### src/rtl/mem_port_arbiter.sv
// Shares one fixed-latency memory port between instruction fetch and data access.
// Data is preferred, but fetch wins right after a data grant so neither side starves.
module mem_port_arbiter #(
    parameter int WAIT_CYCLES = 2
) (
    input  logic        clk,
    input  logic        reset,
    input  logic        enable,
    input  logic        if_req,
    input  logic [31:0] if_addr,
    output logic [31:0] if_rdata,
    output logic        if_ready,
    input  logic        dm_req,
    input  logic        dm_we,
    input  logic [31:0] dm_addr,
    input  logic [31:0] dm_wdata,
    output logic [31:0] dm_rdata,
    output logic        dm_ready,
    output logic        mem_en,
    output logic        mem_we,
    output logic [31:0] mem_addr,
    output logic [31:0] mem_wdata,
    input  logic [31:0] mem_rdata,
    output logic        stall_f,
    output logic        stall_m
);
    localparam logic [3:0] LAST_CNT = 4'(WAIT_CYCLES - 1);

    typedef enum logic [1:0] {
        IDLE  = 2'd0,
        ACC_D = 2'd1,
        ACC_F = 2'd2
    } state_t;

    state_t     state;
    logic [3:0] waitCnt;
    logic       lastGrantData;
    logic       dataEligible;
    logic       fetchEligible;
    logic       grantData;
    logic       grantFetch;

    // A port showing ready is still holding req for the access that just finished
    always_comb begin
        dataEligible  = dm_req && !dm_ready;
        fetchEligible = if_req && !if_ready;
        grantFetch    = fetchEligible && (!dataEligible || lastGrantData);
        grantData     = dataEligible && !grantFetch;
    end

    assign stall_f = if_req & ~if_ready;
    assign stall_m = dm_req & ~dm_ready;

    always_ff @(posedge clk or negedge reset) begin
        if (!reset) begin
            state         <= IDLE;
            waitCnt       <= 4'd0;
            lastGrantData <= 1'b0;
            mem_en        <= 1'b0;
            mem_we        <= 1'b0;
            mem_addr      <= 32'd0;
            mem_wdata     <= 32'd0;
            if_ready      <= 1'b0;
            dm_ready      <= 1'b0;
            if_rdata      <= 32'd0;
            dm_rdata      <= 32'd0;
        end else if (enable) begin
            if_ready <= 1'b0;
            dm_ready <= 1'b0;
            case (state)
                IDLE: begin
                    if (grantData) begin
                        state         <= ACC_D;
                        waitCnt       <= 4'd0;
                        lastGrantData <= 1'b1;
                        mem_en        <= 1'b1;
                        mem_we        <= dm_we;
                        mem_addr      <= dm_addr;
                        mem_wdata     <= dm_wdata;
                    end else if (grantFetch) begin
                        state         <= ACC_F;
                        waitCnt       <= 4'd0;
                        lastGrantData <= 1'b0;
                        mem_en        <= 1'b1;
                        mem_we        <= 1'b0;
                        mem_addr      <= if_addr;
                        mem_wdata     <= 32'd0;
                    end
                end
                ACC_D, ACC_F: begin
                    // Memory data is valid on the last strobe cycle; completion is seen one cycle later
                    if (waitCnt == LAST_CNT) begin
                        state  <= IDLE;
                        mem_en <= 1'b0;
                        mem_we <= 1'b0;
                        if (state == ACC_D) begin
                            dm_ready <= 1'b1;
                            if (!mem_we) begin
                                dm_rdata <= mem_rdata;
                            end
                        end else begin
                            if_ready <= 1'b1;
                            if_rdata <= mem_rdata;
                        end
                    end else begin
                        waitCnt <= waitCnt + 4'd1;
                    end
                end
                default: state <= IDLE;
            endcase
        end
    end
endmodule

### config.mk
export PLATFORM = sky130hd
export DESIGN_NAME = mem_port_arbiter
export DESIGN_NICKNAME = d
export VERILOG_FILES = /design/src/rtl/mem_port_arbiter.sv
export SDC_FILE = /design/constraint.sdc
export NUM_CORES = 1
export LEC_CHECK = 0
export BUFFER_PORTS_ARGS = -buffer_cell sky130_fd_sc_hd__buf_2
export CORE_UTILIZATION = 42
export CTS_CLUSTER_DIAMETER = 50
export DETAILED_ROUTE_END_ITERATION = 7
export PLACE_DENSITY_LB_ADDON = 0.12
export RECOVER_POWER = 50
export SLEW_MARGIN = 20
export SYNTH_ARGS = -nofsm -noshare
export SYNTH_HDL_FRONTEND = slang
export SYNTH_SLANG_ARGS = --single-unit
### constraint.sdc
create_clock -name clk -period 2.2 [get_ports clk]
set_input_delay 0.55 -clock clk [delete_from_list [all_inputs] [get_ports clk]]
set_output_delay 0.55 -clock clk [all_outputs]
set_load 0.02 [all_outputs]
==> impl_metrics.tcl <==
set metrics [dict create \
    postSynthCellCount 448 \
    drv_slew 0 \
    crit_family "simple AND/OR/NAND/NOR gates" \
    fmax_ghz 0.481 \
    post-route-period-util_pct 94.4 \
    n_fill_cell 1176 \
    routed_wl_microns 14600 \
    hold_viol 0 \
    rsz0062_at_grt "no" \
    crit_path_end_kind "flip-flop" \
    postLayoutCellArea_sq_um 7820 \
    wl_per_cell_microns 16.1 \
    multi_input_comb_area_sq_um 2010 \
    route.detailed.drc 0 \
    criticalPathCategory "reg -> reg" \
    postCtsSetupRepairBufs 0 \
    dieArea_sq_um 14100 \
    crit_path_cell_trace "inv_1, ha_1, and4bb_2, nand3_1, or2_2, buf_12, mux2_1" \
    numPortBuffers 267 \
    cp_data_required_time_ns 2.50 \
    boundaryPins 268 \
    yosysWarningCount 0 \
    power.total_mw 12.4 \
    grtUsageTotal_pct 21.4 \
    grt_antenna_before_repair 0 \
    antenna_left 0 \
    start_util_pct 43.1 \
    cts_tree "built" \
    cp-start-kind "flip-flop" \
    root_buffer "clkbuf_16" \
    critical_path_buf_inv_count 2 \
    placed_cell_area_sq_um 7250 \
    die_width_microns 119 \
    clock-sinks 139 \
    cellLeakagePower_nw 4.09 \
    grt_pass1_wl_microns 23300 \
    wl_met1_microns 6260 \
    peakVddDrop_mv 0.744 \
    cts_buffer_depth 2 \
    wl_met3_microns 1100 \
    hold_ws_ns 0.308 \
    setup-violations-final 0 \
    grt_max_degree 65 \
    worst_path_max_delay_cell "or2_2" \
    critPathArrivalTime_ns 2.37 \
    drt_iter0_drc 180 \
    rows 42 \
    yosysUniqueCellTypes 36 \
    p_per_area_nw_per_um2 1590 \
    final_common_cell "buf_2" \
    final_cells 905 \
    finalCriticalPeriod_ns 2.08 \
    cp_max_fo 29 \
    synthesis.area_sq_um 5710 \
    areaGrowthSynthToFinish_pct 36.8 \
    dp_cells 873 \
    hold_class "in -> async" \
    ys_seq_elements 139 \
    layout-drive-gt1-share_pct 43.3 \
    finalClockSkew_ns 0.00871 \
    h-tree-depth 4 \
    outcome "complete, no violations" \
    via_per_inst 4.94 \
    diodes 0 \
    relSlewSlack_pct 31.5 \
    tightest_slew_ns 1.03 \
    final_net_count 854 \
    chipHeight_microns 119 \
    first_pass_iters 6 \
    mostFrequentLayoutCells "201 x buf_2, 139 x dfrtp_1, 67 x clkbuf_1" \
    synthesis.nets 586 \
    critPathMaxStageDelay_ns 0.36 \
    top_layer_used "met4" \
    cts_buffers 17 \
    place_congestion 0.809 \
    setup_tns_ns 0 \
    dp_hpwl_microns 10300 \
    regArea_sq_um 3480 \
    grt.overflow.total 0 \
    core_sq_um 13200 \
    syn_area_per_cell_sq_um 12.7 \
    grt_pass1_vias 4619 \
    insertion_delay_ns 0.42 \
    cap_violations 0 \
    vias 4468 \
    ys_seq_area_share_pct 60.9 \
    clk_pin_slew_ns 0.06 \
    route.met2.wl_microns 6950 \
]
worst paths after layout:
kind,cells after the start,to,slack (ns),start
worst min-delay path,1,dm_rdata[9],0.31,reset
worst max register to register,7,dm_rdata[8],0.12,state[0]
worst max-delay path,7,dm_rdata[8],0.12,state[0]
worst min register to register,1,dm_rdata[6],0.50,dm_rdata[6]
min in group clk,2,mem_wdata[11],0.35,dm_wdata[11]
max in group asynchronous,2,mem_wdata[31],0.37,reset
report_power, final:
| part | leakage, nW | internal (mW) | total [mW] | switching [mW] |
|---|---|---|---|---|
| clock | 0.327 | 2.16 | 3.26 | 1.10 |
| sequential | 1.76 | 3.70 | 4.36 | 0.658 |
| combinational | 2.00 | 1.90 | 4.78 | 2.88 |
| total | 4.09 | 7.76 | 12.4 | 4.64 |
registers in the layout (all words and copies together), names as in the netlist:
signal and flops:
dm_rdata 32, if_rdata 32, mem_addr 32, mem_wdata 32, waitCnt 4, state 2
dm_ready 1, if_ready 1, lastGrantData 1, mem_en 1, mem_we 1
cell type report:
class | instances | share of cell area [%]
repair buffers | 280 | 17.8
flip-flops and latches | 139 | 44.5
clock inverters | 14 | 3.07
clock buffers | 18 | 5.62
well taps | 176 | 2.82
multi-input cells | 270 | 25.8
inverters | 8 | 0.384
stage by stage:
| stage | util [%] | setup WS [ns] |
|---|---|---|
| 6_report | 59.0 | 0.123 |
| 5_1_grt | 59.0 | 0.0569 |
| 4_1_cts | 59.9 | 0.0471 |
| 3_5_place_dp | 54.8 | 0.0520 |
| 3_3_place_gp | 54.8 | 0.0730 |
| 2_1_floorplan | - | 0.129 |
cell usage after synthesis (all sizes together):
| master | instances | area, sq um |
|---|---|---|
| or3b | 1 | 11.3 |
| nand4b | 1 | 8.76 |
| a32oi | 1 | 8.76 |
| inv | 8 | 30.0 |
| nand2b | 2 | 12.5 |
| buf | 13 | 135 |
| o2bb2ai | 2 | 17.5 |
| clkbuf | 18 | 70.1 |
| xor2 | 1 | 8.76 |
| o211ai | 2 | 15.0 |
| nand4 | 1 | 6.26 |
| mux2 | 64 | 830 |
| ha | 4 | 50.1 |
| nand2 | 37 | 139 |
| o21ai | 2 | 10.0 |
| or3 | 1 | 6.26 |
| a22o | 32 | 280 |
| and3 | 1 | 6.26 |
| o22ai | 1 | 6.26 |
| a21oi | 66 | 330 |
| or2 | 1 | 6.26 |
| nand3 | 5 | 25.0 |
| and4bb | 1 | 12.5 |
| o2111ai | 1 | 8.76 |
| dfrtp | 139 | 3480 |
| nor2 | 35 | 131 |
| a21o | 3 | 22.5 |
| mux2i | 3 | 30.0 |
| nand3b | 2 | 15.0 |
what timing repair did:
item	in CTS	in global routing
hold buffers	0	0
endpoints found under the setup margin	0	30
resized for setup	0	2
logic make-up (layout without fill, tap and decap cells):
| family | after synthesis | count (layout) | share of synthesized area [%] |
|---|---|---|---|
| flip-flops | 139 | 139 | 60.9 |
| AO/OA/AOI/OAI | 110 | 110 | 12.2 |
| AND/OR/NAND/NOR | 88 | 88 | 6.66 |
| multiplexers | 67 | 67 | 15.0 |
| buffers and inverters | 39 | 320 | 4.12 |
| adder cells (fa/ha/maj) | 4 | 4 | 0.876 |
| XOR/XNOR | 1 | 1 | 0.153 |
metal layers:
layer | track usage (%) | vias to the layer above
met4 | 9.18 | 0
li1 | - | 2107
met1 | 26.6 | 2153
met3 | 7.09 | 21
met5 | 0 | -
met2 | 33.9 | 187
No activity file was read; power rests on OpenSTA's default activity.
